===== config.mk =====
export PLATFORM = sky130hd
export DESIGN_NAME = multicycle_ctrl
export DESIGN_NICKNAME = d
export VERILOG_FILES = /design/src/rtl/multicycle_ctrl.sv
export SDC_FILE = /design/constraint.sdc
export NUM_CORES = 1
export LEC_CHECK = 0
export CAP_MARGIN = 20
export CORE_UTILIZATION = 25
export DETAILED_ROUTE_END_ITERATION = 8
export PLACE_DENSITY = 0.75
export SKIP_LAST_GASP = 1
export SYNTH_ARGS = -nofsm -noshare
export SYNTH_HDL_FRONTEND = slang
export SYNTH_SLANG_ARGS = --single-unit

===== constraint.sdc =====
create_clock -name clk -period 1.82 [get_ports clk]
set_clock_uncertainty 0.2 [all_clocks]
set_input_delay 0.364 -clock clk [delete_from_list [all_inputs] [get_ports clk]]
set_output_delay 0.364 -clock clk [all_outputs]
set_load 0.01 [all_outputs]

===== src/rtl/multicycle_ctrl.sv =====
// Purpose: multi-cycle control FSM for addi/lw/beq/bne over a shared ALU/memory/sign-extend datapath.
// Latency: addi 4, lw 5, branch 3 cycles with zero-wait memory; each mem_ready stall adds one cycle.
// Backpressure: mem_req held in FETCH/MEM_READ until mem_ready; optional counters under PERF_CNT_EN.
module multicycle_ctrl #(
  parameter int DATA_WIDTH = 32,
  parameter int CNT_WIDTH  = 32
) (
  input  logic                  clk,
  input  logic                  rst,
  input  logic [DATA_WIDTH-1:0] instr,
  input  logic                  mem_ready,
  input  logic                  eq,
  output logic                  mem_req,
  output logic                  AdrSrc,
  output logic                  IRWrite,
  output logic                  PCWrite,
  output logic                  PCSrc,
  output logic                  ImmSrc,
  output logic                  ALUSrc,
  output logic [2:0]            ALUctrl,
  output logic                  RegWrite,
  output logic                  ResultSrc,
`ifdef PERF_CNT_EN
  output logic [CNT_WIDTH-1:0]  cycle_cnt,
  output logic [CNT_WIDTH-1:0]  instret_cnt,
`endif
  output logic                  illegal
);

  localparam logic [2:0] FETCH    = 3'd0;
  localparam logic [2:0] DECODE   = 3'd1;
  localparam logic [2:0] EXEC_I   = 3'd2;
  localparam logic [2:0] WB_ALU   = 3'd3;
  localparam logic [2:0] MEM_ADDR = 3'd4;
  localparam logic [2:0] MEM_READ = 3'd5;
  localparam logic [2:0] WB_MEM   = 3'd6;
  localparam logic [2:0] BRANCH   = 3'd7;

  localparam logic [6:0] OP_ADDI   = 7'b0010011;
  localparam logic [6:0] OP_LW     = 7'b0000011;
  localparam logic [6:0] OP_BRANCH = 7'b1100011;

  localparam logic [2:0] ALU_ADD = 3'b000;
  localparam logic [2:0] ALU_SUB = 3'b001;

  logic [2:0] state;
  logic [2:0] state_nxt;
  logic [6:0] opcode;
  logic [2:0] funct3;

  assign opcode = instr[6:0];
  assign funct3 = instr[14:12];

  // Register, immediate and upper funct bits are datapath concerns, not control.
  logic unused_instr;
  assign unused_instr = ^{instr[DATA_WIDTH-1:15], instr[11:7]};

  // State register; reset returns to FETCH and abandons any instruction in flight.
  always_ff @(posedge clk) begin
    if (rst) state <= FETCH;
    else     state <= state_nxt;
  end

  // Next-state decode; mem_ready only matters while a memory request is outstanding.
  always_comb begin
    state_nxt = state;
    case (state)
      FETCH:    state_nxt = mem_ready ? DECODE : FETCH;
      DECODE: begin
        case (opcode)
          OP_ADDI:   state_nxt = EXEC_I;
          OP_LW:     state_nxt = MEM_ADDR;
          OP_BRANCH: state_nxt = BRANCH;
          default:   state_nxt = FETCH;
        endcase
      end
      EXEC_I:   state_nxt = WB_ALU;
      WB_ALU:   state_nxt = FETCH;
      MEM_ADDR: state_nxt = MEM_READ;
      MEM_READ: state_nxt = mem_ready ? WB_MEM : MEM_READ;
      WB_MEM:   state_nxt = FETCH;
      BRANCH:   state_nxt = FETCH;
      default:  state_nxt = FETCH;
    endcase
  end

  // Control outputs; reset overrides everything so no write can leak out mid-abort.
  always_comb begin
    mem_req   = 1'b0;
    AdrSrc    = 1'b0;
    IRWrite   = 1'b0;
    PCWrite   = 1'b0;
    PCSrc     = 1'b0;
    ImmSrc    = 1'b1;
    ALUSrc    = 1'b0;
    ALUctrl   = ALU_ADD;
    RegWrite  = 1'b0;
    ResultSrc = 1'b0;
    illegal   = 1'b0;
    case (state)
      FETCH: begin
        mem_req = 1'b1;
        IRWrite = mem_ready;
      end
      DECODE: begin
        if (opcode != OP_ADDI && opcode != OP_LW && opcode != OP_BRANCH) begin
          // Unsupported opcode: skip it with a plain PC+4 advance.
          illegal = 1'b1;
          PCWrite = 1'b1;
        end
      end
      EXEC_I, MEM_ADDR: begin
        ALUSrc  = 1'b1;
        ALUctrl = ALU_ADD;
      end
      WB_ALU: begin
        RegWrite = 1'b1;
        PCWrite  = 1'b1;
      end
      MEM_READ: begin
        // Keep the address computation driven so the ALU result stays valid across stalls.
        mem_req = 1'b1;
        AdrSrc  = 1'b1;
        ALUSrc  = 1'b1;
        ALUctrl = ALU_ADD;
      end
      WB_MEM: begin
        RegWrite  = 1'b1;
        ResultSrc = 1'b1;
        PCWrite   = 1'b1;
      end
      BRANCH: begin
        ImmSrc  = 1'b0;
        ALUctrl = ALU_SUB;
        PCWrite = 1'b1;
        case (funct3)
          3'b000:  PCSrc = eq;
          3'b001:  PCSrc = ~eq;
          default: illegal = 1'b1;
        endcase
      end
      default: ;
    endcase
    if (rst) begin
      mem_req   = 1'b0;
      AdrSrc    = 1'b0;
      IRWrite   = 1'b0;
      PCWrite   = 1'b0;
      PCSrc     = 1'b0;
      ImmSrc    = 1'b0;
      ALUSrc    = 1'b0;
      ALUctrl   = 3'b000;
      RegWrite  = 1'b0;
      ResultSrc = 1'b0;
      illegal   = 1'b0;
    end
  end

`ifdef PERF_CNT_EN
  // Free-running cycle and retired-instruction counters; both wrap silently.
  always_ff @(posedge clk) begin
    if (rst) begin
      cycle_cnt   <= '0;
      instret_cnt <= '0;
    end else begin
      cycle_cnt <= cycle_cnt + CNT_WIDTH'(1);
      if (PCWrite && !illegal) instret_cnt <= instret_cnt + CNT_WIDTH'(1);
    end
  end
`else
  localparam int unused_cnt_width = CNT_WIDTH;
`endif

endmodule


==> impl_metrics.csv, run 1 <==
group,metric,value,unit
yosys,synth_top_area_share,15.53,%
die,ioPinCount,49,
cts,cts-root-buf,"clkbuf_4",
timing,rsz0062_at_grt,"true",
drt,drt_iter0_markers,12,
flow_run,maxCapViolations,0,
die,die_h,41.33,µm
yosys,post_synth_instance_area,386.6,µm²
timing,slew_violations,0,
drt,detail-route-antenna-nets,0,
timing,final.setup.worst_slack,-0.01004,ns
drt,vias,528,
placed_design,dpl_cell_area,734.5,µm²
global_routing,grt_max_degree,8,
worst_setup_path,slowest_delay,0.35,ns
timing,fin_crit,1.830,ns
pwr,ir_worst_vdd,181.3,µV
cts,postCtsHoldBufs,0,
yosys,synthCells,52,
yosys,ys_types,30,
cells_and_area,drive_gt1_share,57.29,%
yosys,synth_seq_cells,3,
yosys,yosys_warnings,0,
global_routing,grt_first_pass_wirelength,1828,µm
cts,cts.sinks,3,
global_routing,grt_overflow,0,
drt,drc,0,
die,die_area,1708,µm²
cells_and_area,nNetsFinal,133,
cells_and_area,final_cell_area,769.5,µm²
worst_setup_path,required,1.26,ns
die,core_area,1366,µm²
cells_and_area,top_register,"state",
cts,cts_tree,"yes",
worst_setup_path,cp_top_family,"flip-flops",
worst_setup_path,crit_type,"reg -> out",
die,num_rows,13,
cells_and_area,diodes,0,
placed_design,place.gp.congestion,0.8141,
timing,holdWs,0.3746,ns
cts,cts_buffer_depth,2,
cells_and_area,largest_register_ffs,3,
placed_design,pre_cts_ws,-0.7120,ns
worst_setup_path,cp-start-kind,"flop",
timing,fmax,546.4,MHz
drt,dr_wl_met3,74,µm
yosys,synth_top_area_cell,"dfxtp_1",
timing,setup_violations,1,
global_routing,antenna_found_initial,0,
yosys,yosysSeqAreaShare,15.53,%
cts,numCtsBuffers,3,
cts,path_clk_slew,0.04,ns
hold_path,holdCritStartpoint,"instr[4]",
drt,highest_layer,"met3",
worst_setup_path,startpoint,"state[2]$_SDFF_PP0_",
worst_setup_path,worstSetupEndpointType,"output port",
outcome,outcome,"finished, violations left",
worst_setup_path,cpMaxStageDelayCell,"dfxtp_4",
cts,htree_levels,1,
cells_and_area,syn2layout_area_growth,99.03,%
die,initial_core_util,28.30,%
global_routing,first_global_vias,450,
placed_design,port_buffers,24,
drt,dr.pass1.iters,4,
drt,wl_met2,593,µm
yosys,syn_area_per_cell,7.435,µm²
die,die_x,41.33,µm
worst_setup_path,r2r-start,"state[2]$_SDFF_PP0_",
outcome,violations,"setup timing",
pwr,p_per_area,368.2,nW/µm²
timing,timing.final.crit_share,100.6,%
worst_setup_path,critical_path.max_fanout,5,
cells_and_area,largestRegisters,"state x3",
pwr,total_leakage_power,0.3731,nW
placed_design,hpwl,885.9,µm
cts,worstSkewPairLatency,0.23,ns
hold_path,hold_path.class,"in -> reg",
worst_setup_path,arrival,1.27,ns
drt,wl_per_cell,10.84,µm
global_routing,grt_util_all_layers,16.46,%
worst_setup_path,crit_buf_inv,2,
drt,vias_per_cell,4.757,
yosys,yosys-top-cells-area,"dfxtp_1 16%, nor2_1 8.7%, buf_4 5.8%",
timing,final-hold-violation-count,0,
cells_and_area,nFillCells,147,
drt,wirelength,1203,µm
drt,wl_met1,535,µm
worst_setup_path,cp_cell_sequence,"buf_4, nor2_4, o21ba_1, nor3_2, buf_2",
## cell type report
type                    instances  area, µm²  share of cell area, %
repair buffers                 45      337.8                  43.90
multi-input cells              42      312.8                  40.65
flip-flops and latches          3      66.31                  8.618
clock buffers                   4      26.28                  3.415
well taps                      15      18.77                  2.439
inverters                       2      7.507                 0.9756
## per-layer routing
metal | up-vias | GRT usage [%]
li1 | 270 | -
met1 | 238 | 18.85
met2 | 20 | 30.47
met3 | 0 | 4.787
met4 | 0 | 2.419
met5 | - | 0
## cells in the mapped netlist
master / number
o21ba_1: 2
buf_6: 1
a21oi_1: 2
nand2_2: 1
xnor2_1: 2
conb_1: 1
a41oi_1: 1
or2_0: 1
xor2_1: 1
nand2b_4: 1
nor3_2: 1
nor2_1: 9
nand2_1: 2
buf_2: 1
dfxtp_1: 3
nand2b_1: 1
nor3b_1: 3
o221a_1: 1
inv_1: 2
o2111ai_1: 1
and4bb_2: 1
buf_4: 3
nor3_1: 2
and3b_2: 1
a31oi_1: 2
nand4_1: 1
o311a_1: 1
clkbuf_1: 1
and3_1: 2
o211ai_1: 1
## per-stage QoR
step	instances	power [mW]	utilization, %	setup TNS [ns]
2_1_floorplan	53	0.1090	-	0
6_report	111	0.2833	56.32	-0.01004
3_3_place_gp	103	0.1634	53.75	-5.184
4_1_cts	109	0.2834	54.76	-0.03200
3_5_place_dp	103	0.1654	53.75	-5.326
5_1_grt	111	0.3013	56.32	-0.1455
## power by group
group          leakage, nW  switching (mW)  internal, mW  total (mW)
clock               0.0150          0.0361        0.0823       0.118
sequential          0.0260         0.00368        0.0667      0.0704
combinational        0.332          0.0373        0.0573      0.0945
## cell usage in the layout, fill, tap and decap left out, types with 2 or more instances in the layout
master and instances:
conb_1 2, clkbuf_4 3, buf_6 5, nor3_1 2, inv_1 2, a31oi_1 2, nand2_1 2, nor2_2 3
a21oi_1 2, buf_4 18, nor3b_1 2, o21ba_1 2, clkbuf_2 3, dlygate4sd2_1 3, nand2b_4 2, clkdlybuf4s50_1 3
clkdlybuf4s15_1 2, xnor2_1 2, nor2_1 5, buf_2 11, dfxtp_2 2
## worst paths after layout
path	depth (start not counted)	slack, ns	endpoint
worst max-delay path	5	-0.01	illegal
worst min-delay path	5	0.37	state[2]$_SDFF_PP0_
worst max register to register	6	0.51	state[1]$_SDFF_PP0_
worst min register to register	2	0.44	state[2]$_SDFF_PP0_
## cell families after synthesis
group / Yosys count / share of synthesized area, %
simple gates: 26 / 40.78
compound gates: 11 / 22.98
buf+inv: 8 / 12.94
xor+xnor: 3 / 6.797
flops: 3 / 15.53
other cells: 1 / 0.9699
## worst register-to-register path, cell delays in order, from the launching register on
cell and delay [ns]:
dfxtp_4 0.35, buf_4 0.15, nor2_4 0.10, buf_6 0.10
buf_4 0.10, o2111ai_1 0.08, a31oi_1 0.16
## timing repair
action,4_1_cts,5_1_grt
endpoints found under the hold margin,0,0
gates resized for setup,67,13
pin swaps,6,6
setup endpoints to repair,11,7
cloned,1,0
buffers inserted,1,2
No activity file was read; power rests on OpenSTA's default activity.
==> inputs of run 2 (changes only) <==
Settings changed: CAP_MARGIN 20 to default, CORE_UTILIZATION 25 to 26, CTS_BUF_LIST from default to sky130_fd_sc_hd__clkbuf_2, PLACE_DENSITY 0.75 to 0.78.
==> impl_metrics.csv, run 2 (synthesis results as in run 1) <==
group,metric,value,unit
outcome,outcome,"completed",
die,num_rows,13,
placed_design,hpwl,885.4,µm
cts,cts.sinks,3,
worst_setup_path,slowest_delay,0.26,ns
cts,worstSkewPairLatency,0.21,ns
cells_and_area,nNetsFinal,130,
timing,slew_violations,0,
worst_setup_path,worstSetupEndpointType,"output port",
worst_setup_path,arrival,1.25,ns
drt,detail-route-antenna-nets,0,
placed_design,pre_cts_ws,-0.7081,ns
placed_design,place.gp.congestion,0.8246,
drt,drt_iter0_markers,9,
worst_setup_path,required,1.26,ns
cells_and_area,syn2layout_area_growth,90.29,%
die,ioPinCount,49,
cells_and_area,mostFrequentLayoutCells,"16 x buf_4, 9 x clkbuf_2, 8 x buf_2, 6 x dlygate4sd2_1, 5 x nor2_1",
global_routing,grt_util_all_layers,15.27,%
drt,wl_per_cell,11.24,µm
timing,rsz0062_at_grt,"true",
cells_and_area,drive_gt1_share,53.76,%
die,die_x,40.56,µm
timing,setup_violations,0,
pwr,finalPower,259.5,µW
worst_setup_path,crit_buf_inv,4,
worst_setup_path,cp-start-kind,"primary input",
timing,fin_setup_tns,0,ns
pwr,total_leakage_power,0.3761,nW
global_routing,first_global_vias,455,
pwr,ir_worst_vdd,162.1,µV
global_routing,antenna_found_initial,0,
die,die_h,40.56,µm
cts,cts-root-buf,"clkbuf_2",
timing,fin_crit,1.812,ns
die,die_area,1645,µm²
cts,htree_levels,1,
cts,postCtsHoldBufs,0,
cts,path_clk_slew,0.05,ns
timing,final.setup.worst_slack,0.008459,ns
cells_and_area,largestRegisters,"state x3",
worst_setup_path,cp_top_family,"buffers and inverters",
flow_run,maxCapViolations,0,
cells_and_area,top_register,"state",
worst_setup_path,crit_type,"in -> out",
cells_and_area,largest_register_ffs,3,
global_routing,grt_overflow,0,
drt,wirelength,1214,µm
drt,vias_per_cell,4.833,
worst_setup_path,cpMaxStageDelayCell,"dlygate4sd2_1",
drt,dr.pass1.iters,4,
hold_path,hold_path.class,"reg -> reg",
die,core_area,1350,µm²
placed_design,port_buffers,24,
drt,drc,0,
cells_and_area,final_common_cell,"buf_4",
timing,fmax,552.0,MHz
die,initial_core_util,28.64,%
global_routing,grt_first_pass_wirelength,1718,µm
cts,cts_buffer_depth,2,
worst_setup_path,cp_cell_sequence,"dlygate4sd2_1, buf_6, buf_4, nor2_2, o311a_1, buf_2",
cells_and_area,diodes,0,
timing,timing.final.crit_share,99.54,%
worst_setup_path,critical_path.max_fanout,8,
global_routing,grt_max_degree,9,
pwr,p_per_area,352.8,nW/µm²
cts,cts_tree,"yes",
drt,vias,522,
timing,final-hold-violation-count,0,
cts,numCtsBuffers,3,
## run 2: cell count changes in the layout (fill, tap and decap cells not counted), sizes merged
cell | previous run | this run
clkdlybuf4s50 | 3 | 1
clkdlybuf4s15 | 2 | 0
dlymetal6s2s | 0 | 2
dlygate4sd2 | 3 | 6
buf | 34 | 28
clkbuf | 7 | 9
## run 2: layout make-up
type	instances	area [µm²]
fill	141	614.3
timing repair buffer	42	317.8
multi-input combinational	42	302.8
sequential	3	68.82
clock buffer	4	20.02
tap	15	18.77
inverter	2	7.507
## run 2: routing by layer
layer | part of all wire (%) | global-route usage [%] | up-vias
li1 | - | - | 262
met1 | 43 | 15.91 | 238
met2 | 51 | 30.16 | 19
met3 | 5.8 | 3.333 | 3
met4 | 0.82 | 3.333 | 0
met5 | 0 | 0 | -
## run 2: report_power, final
group          switching, mW  internal [mW]  total (mW)  leakage [nW]
clock                 0.0401         0.0580      0.0982        0.0166
combinational         0.0374         0.0541      0.0914         0.333
sequential           0.00416         0.0658      0.0699        0.0264
## run 2: per-stage QoR
| step | hold WS [ns] | util [%] | instances | instance area, µm² |
|---|---|---|---|---|
| floorplan | 0.3213 | - | 53 | 390.4 |
| global placement | 0.4348 | 53.29 | 101 | 719.4 |
| detailed placement | 0.4445 | 53.29 | 101 | 719.4 |
| CTS | 0.4192 | 55.33 | 108 | 747.0 |
| global route | 0.4210 | 54.49 | 108 | 735.7 |
| finish | 0.3949 | 54.49 | 108 | 735.7 |
## run 2: path summary, 6_finish.rpt
| check | startpoint | end | slack [ns] | depth (start not counted) |
|---|---|---|---|---|
| setup / recovery | rst | PCWrite | 0.008 | 6 |
| hold / removal | state[1]$_SDFF_PP0_ | state[2]$_SDFF_PP0_ | 0.39 | 2 |
| setup reg to reg | state[1]$_SDFF_PP0_ | state[1]$_SDFF_PP0_ | 0.50 | 4 |
| hold reg to reg | state[1]$_SDFF_PP0_ | state[2]$_SDFF_PP0_ | 0.39 | 2 |
## run 2: what timing repair did
item                       in CTS  in global routing
gates resized for setup        59                 17
setup endpoints to repair      11                 10
buffers inserted                3                  0
pin swaps                       8                  5
## run 2: worst reg2reg max path, delay by kind of cell, from the launching register on
family,cells,cell delay [ns]
DFF,1,0.33
and+or+nand+nor,2,0.37
buffers and inverters,1,0.16
AOI/OAI and AO/OA,1,0.18
==> inputs of run 3 (changes only) <==
Settings changed: CORE_AREA from default to 2 2 39 41, CORE_UTILIZATION 26 to default, DIE_AREA from default to 0 0 41 43, DONT_BUFFER_PORTS from default to 1, GPL_ROUTABILITY_DRIVEN from default to 1, PLACE_DENSITY 0.78 to 0.39.
==> impl_metrics.csv, run 3 (synthesis results as in run 1) <==
group,metric,value,unit
cells_and_area,drive_gt1_share,34.55,%
timing,final.setup.worst_slack,0.07696,ns
drt,dr.pass1.iters,3,
cts,cts-root-buf,"clkbuf_2",
die,core_area,1384,µm²
global_routing,antenna_found_initial,0,
timing,fin_crit,1.743,ns
cts,cts.sinks,3,
drt,dr_wl_met3,65,µm
drt,detail-route-antenna-nets,0,
cells_and_area,top_register,"state",
global_routing,grt_overflow,0,
hold_path,hold_path.class,"in -> reg",
cts,cts_buffer_depth,2,
cells_and_area,final_common_cell,"nor2_1",
cts,path_clk_slew,0.04,ns
worst_setup_path,crit_type,"reg -> out",
worst_setup_path,required,1.26,ns
hold_path,holdCritStartpoint,"rst",
worst_setup_path,arrival,1.18,ns
timing,timing.final.crit_share,95.77,%
timing,fmax,573.7,MHz
cells_and_area,largestRegisters,"state x3",
drt,drt_iter0_markers,11,
flow_run,maxCapViolations,0,
global_routing,grt_first_pass_wirelength,1359,µm
global_routing,grt_max_degree,12,
cells_and_area,nNetsFinal,92,
die,initial_core_util,27.94,%
global_routing,grt_util_all_layers,11.22,%
die,num_rows,14,
drt,vias,368,
die,die_h,43,µm
placed_design,hpwl,706.2,µm
placed_design,place.gp.congestion,0.7211,
worst_setup_path,r2r-start,"state[1]$_SDFF_PP0_",
timing,setup_violations,0,
cts,numCtsBuffers,3,
worst_setup_path,critical_path.max_fanout,5,
placed_design,pre_cts_ws,0.1732,ns
placed_design,port_buffers,0,
worst_setup_path,worstSetupEndpointType,"output port",
cells_and_area,syn2layout_area_growth,13.27,%
drt,wl_per_cell,12.72,µm
drt,wl_met2,406,µm
pwr,p_per_area,448.2,nW/µm²
hold_path,hold_depth,1,
worst_setup_path,startpoint,"state[2]$_SDFF_PP0_",
cells_and_area,mostFrequentLayoutCells,"8 x nor2_1, 4 x clkbuf_2, 4 x buf_4, 3 x dfxtp_2",
global_routing,first_global_vias,324,
worst_setup_path,cp-start-kind,"flop",
die,die_x,41,µm
cts,post_cts_buffers,0,
cts,cts_tree,"yes",
cells_and_area,largest_register_ffs,3,
timing,slew_violations,0,
pwr,total_leakage_power,0.1642,nW
cts,htree_levels,1,
pwr,ir_worst_vdd,199.5,µV
drt,wirelength,903,µm
worst_setup_path,worstRegToRegCells,4,
cts,postCtsHoldBufs,0,
die,ioPinCount,49,
cts,worstSkewPairLatency,0.19,ns
outcome,outcome,"completed",
timing,holdWs,0.02938,ns
drt,drc,0,
drt,highest_layer,"met3",
timing,final-hold-violation-count,0,
drt,vias_per_cell,5.183,
die,die_area,1763,µm²
drt,wl_met1,431,µm
cells_and_area,diodes,0,
## run 3: cell count changes in the layout (fill, tap and decap cells not counted), sizes merged
cell | previous run | this run
buf | 28 | 4
clkbuf | 9 | 4
clkdlybuf4s50 | 1 | 0
dlymetal6s2s | 2 | 0
dlygate4sd2 | 6 | 0
## run 3: final cells by class
cell class	instances	area, µm²
fillers	156	945.9
flip-flops and latches	3	63.81
clock buffers	4	20.02
multi-input cells	42	296.5
well taps	16	20.02
repair buffers	4	30.03
inverters	2	7.507
## run 3: path summary, 6_finish.rpt
path | to | slack [ns]
setup / recovery | illegal | 0.08
hold / removal | state[0]$_SDFF_PP0_ | 0.03
setup reg to reg | state[1]$_SDFF_PP0_ | 0.51
hold reg to reg | state[0]$_SDFF_PP0_ | 0.37
## run 3: worst max-delay path, stage by stage, from the launching register on
cell     delay, ns
dfxtp_2       0.33
buf_4         0.17
nor2_4        0.11
o21ba_1       0.15
nor3_2        0.23
## run 3: timing repair
action / CTS / global route
pin swaps: 0 / 1
endpoints found under the setup margin: 2 / 3
gates resized for setup: 2 / 5
## run 3: where the power goes
| group | total (mW) | switching [mW] | internal [mW] |
|---|---|---|---|
| Combinational | 0.0345 | 0.0178 | 0.0167 |
| Sequential | 0.0726 | 0.00450 | 0.0681 |
| Clock | 0.0893 | 0.0313 | 0.0580 |
## run 3: metrics by stage
stage | std cells | TNS [ns] | util (%) | instance area, µm² | power (mW)
2_1_floorplan | 53 | 0 | - | 390.4 | 0.1090
3_5_place_dp | 67 | 0 | 28.75 | 397.9 | 0.1071
5_1_grt | 71 | -0.003233 | 31.65 | 437.9 | 0.2142
6_report | 71 | 0 | 31.65 | 437.9 | 0.1963
3_3_place_gp | 67 | 0 | 28.75 | 397.9 | 0.1070
4_1_cts | 71 | 0 | 30.65 | 424.2 | 0.2011
## run 3: per-layer routing
metal / track usage, % / vias to the layer above
met5: 0 / -
met4: 6.000 / 0
met3: 4.188 / 0
met2: 13.75 / 12
met1: 16.29 / 168
li1: - / 188
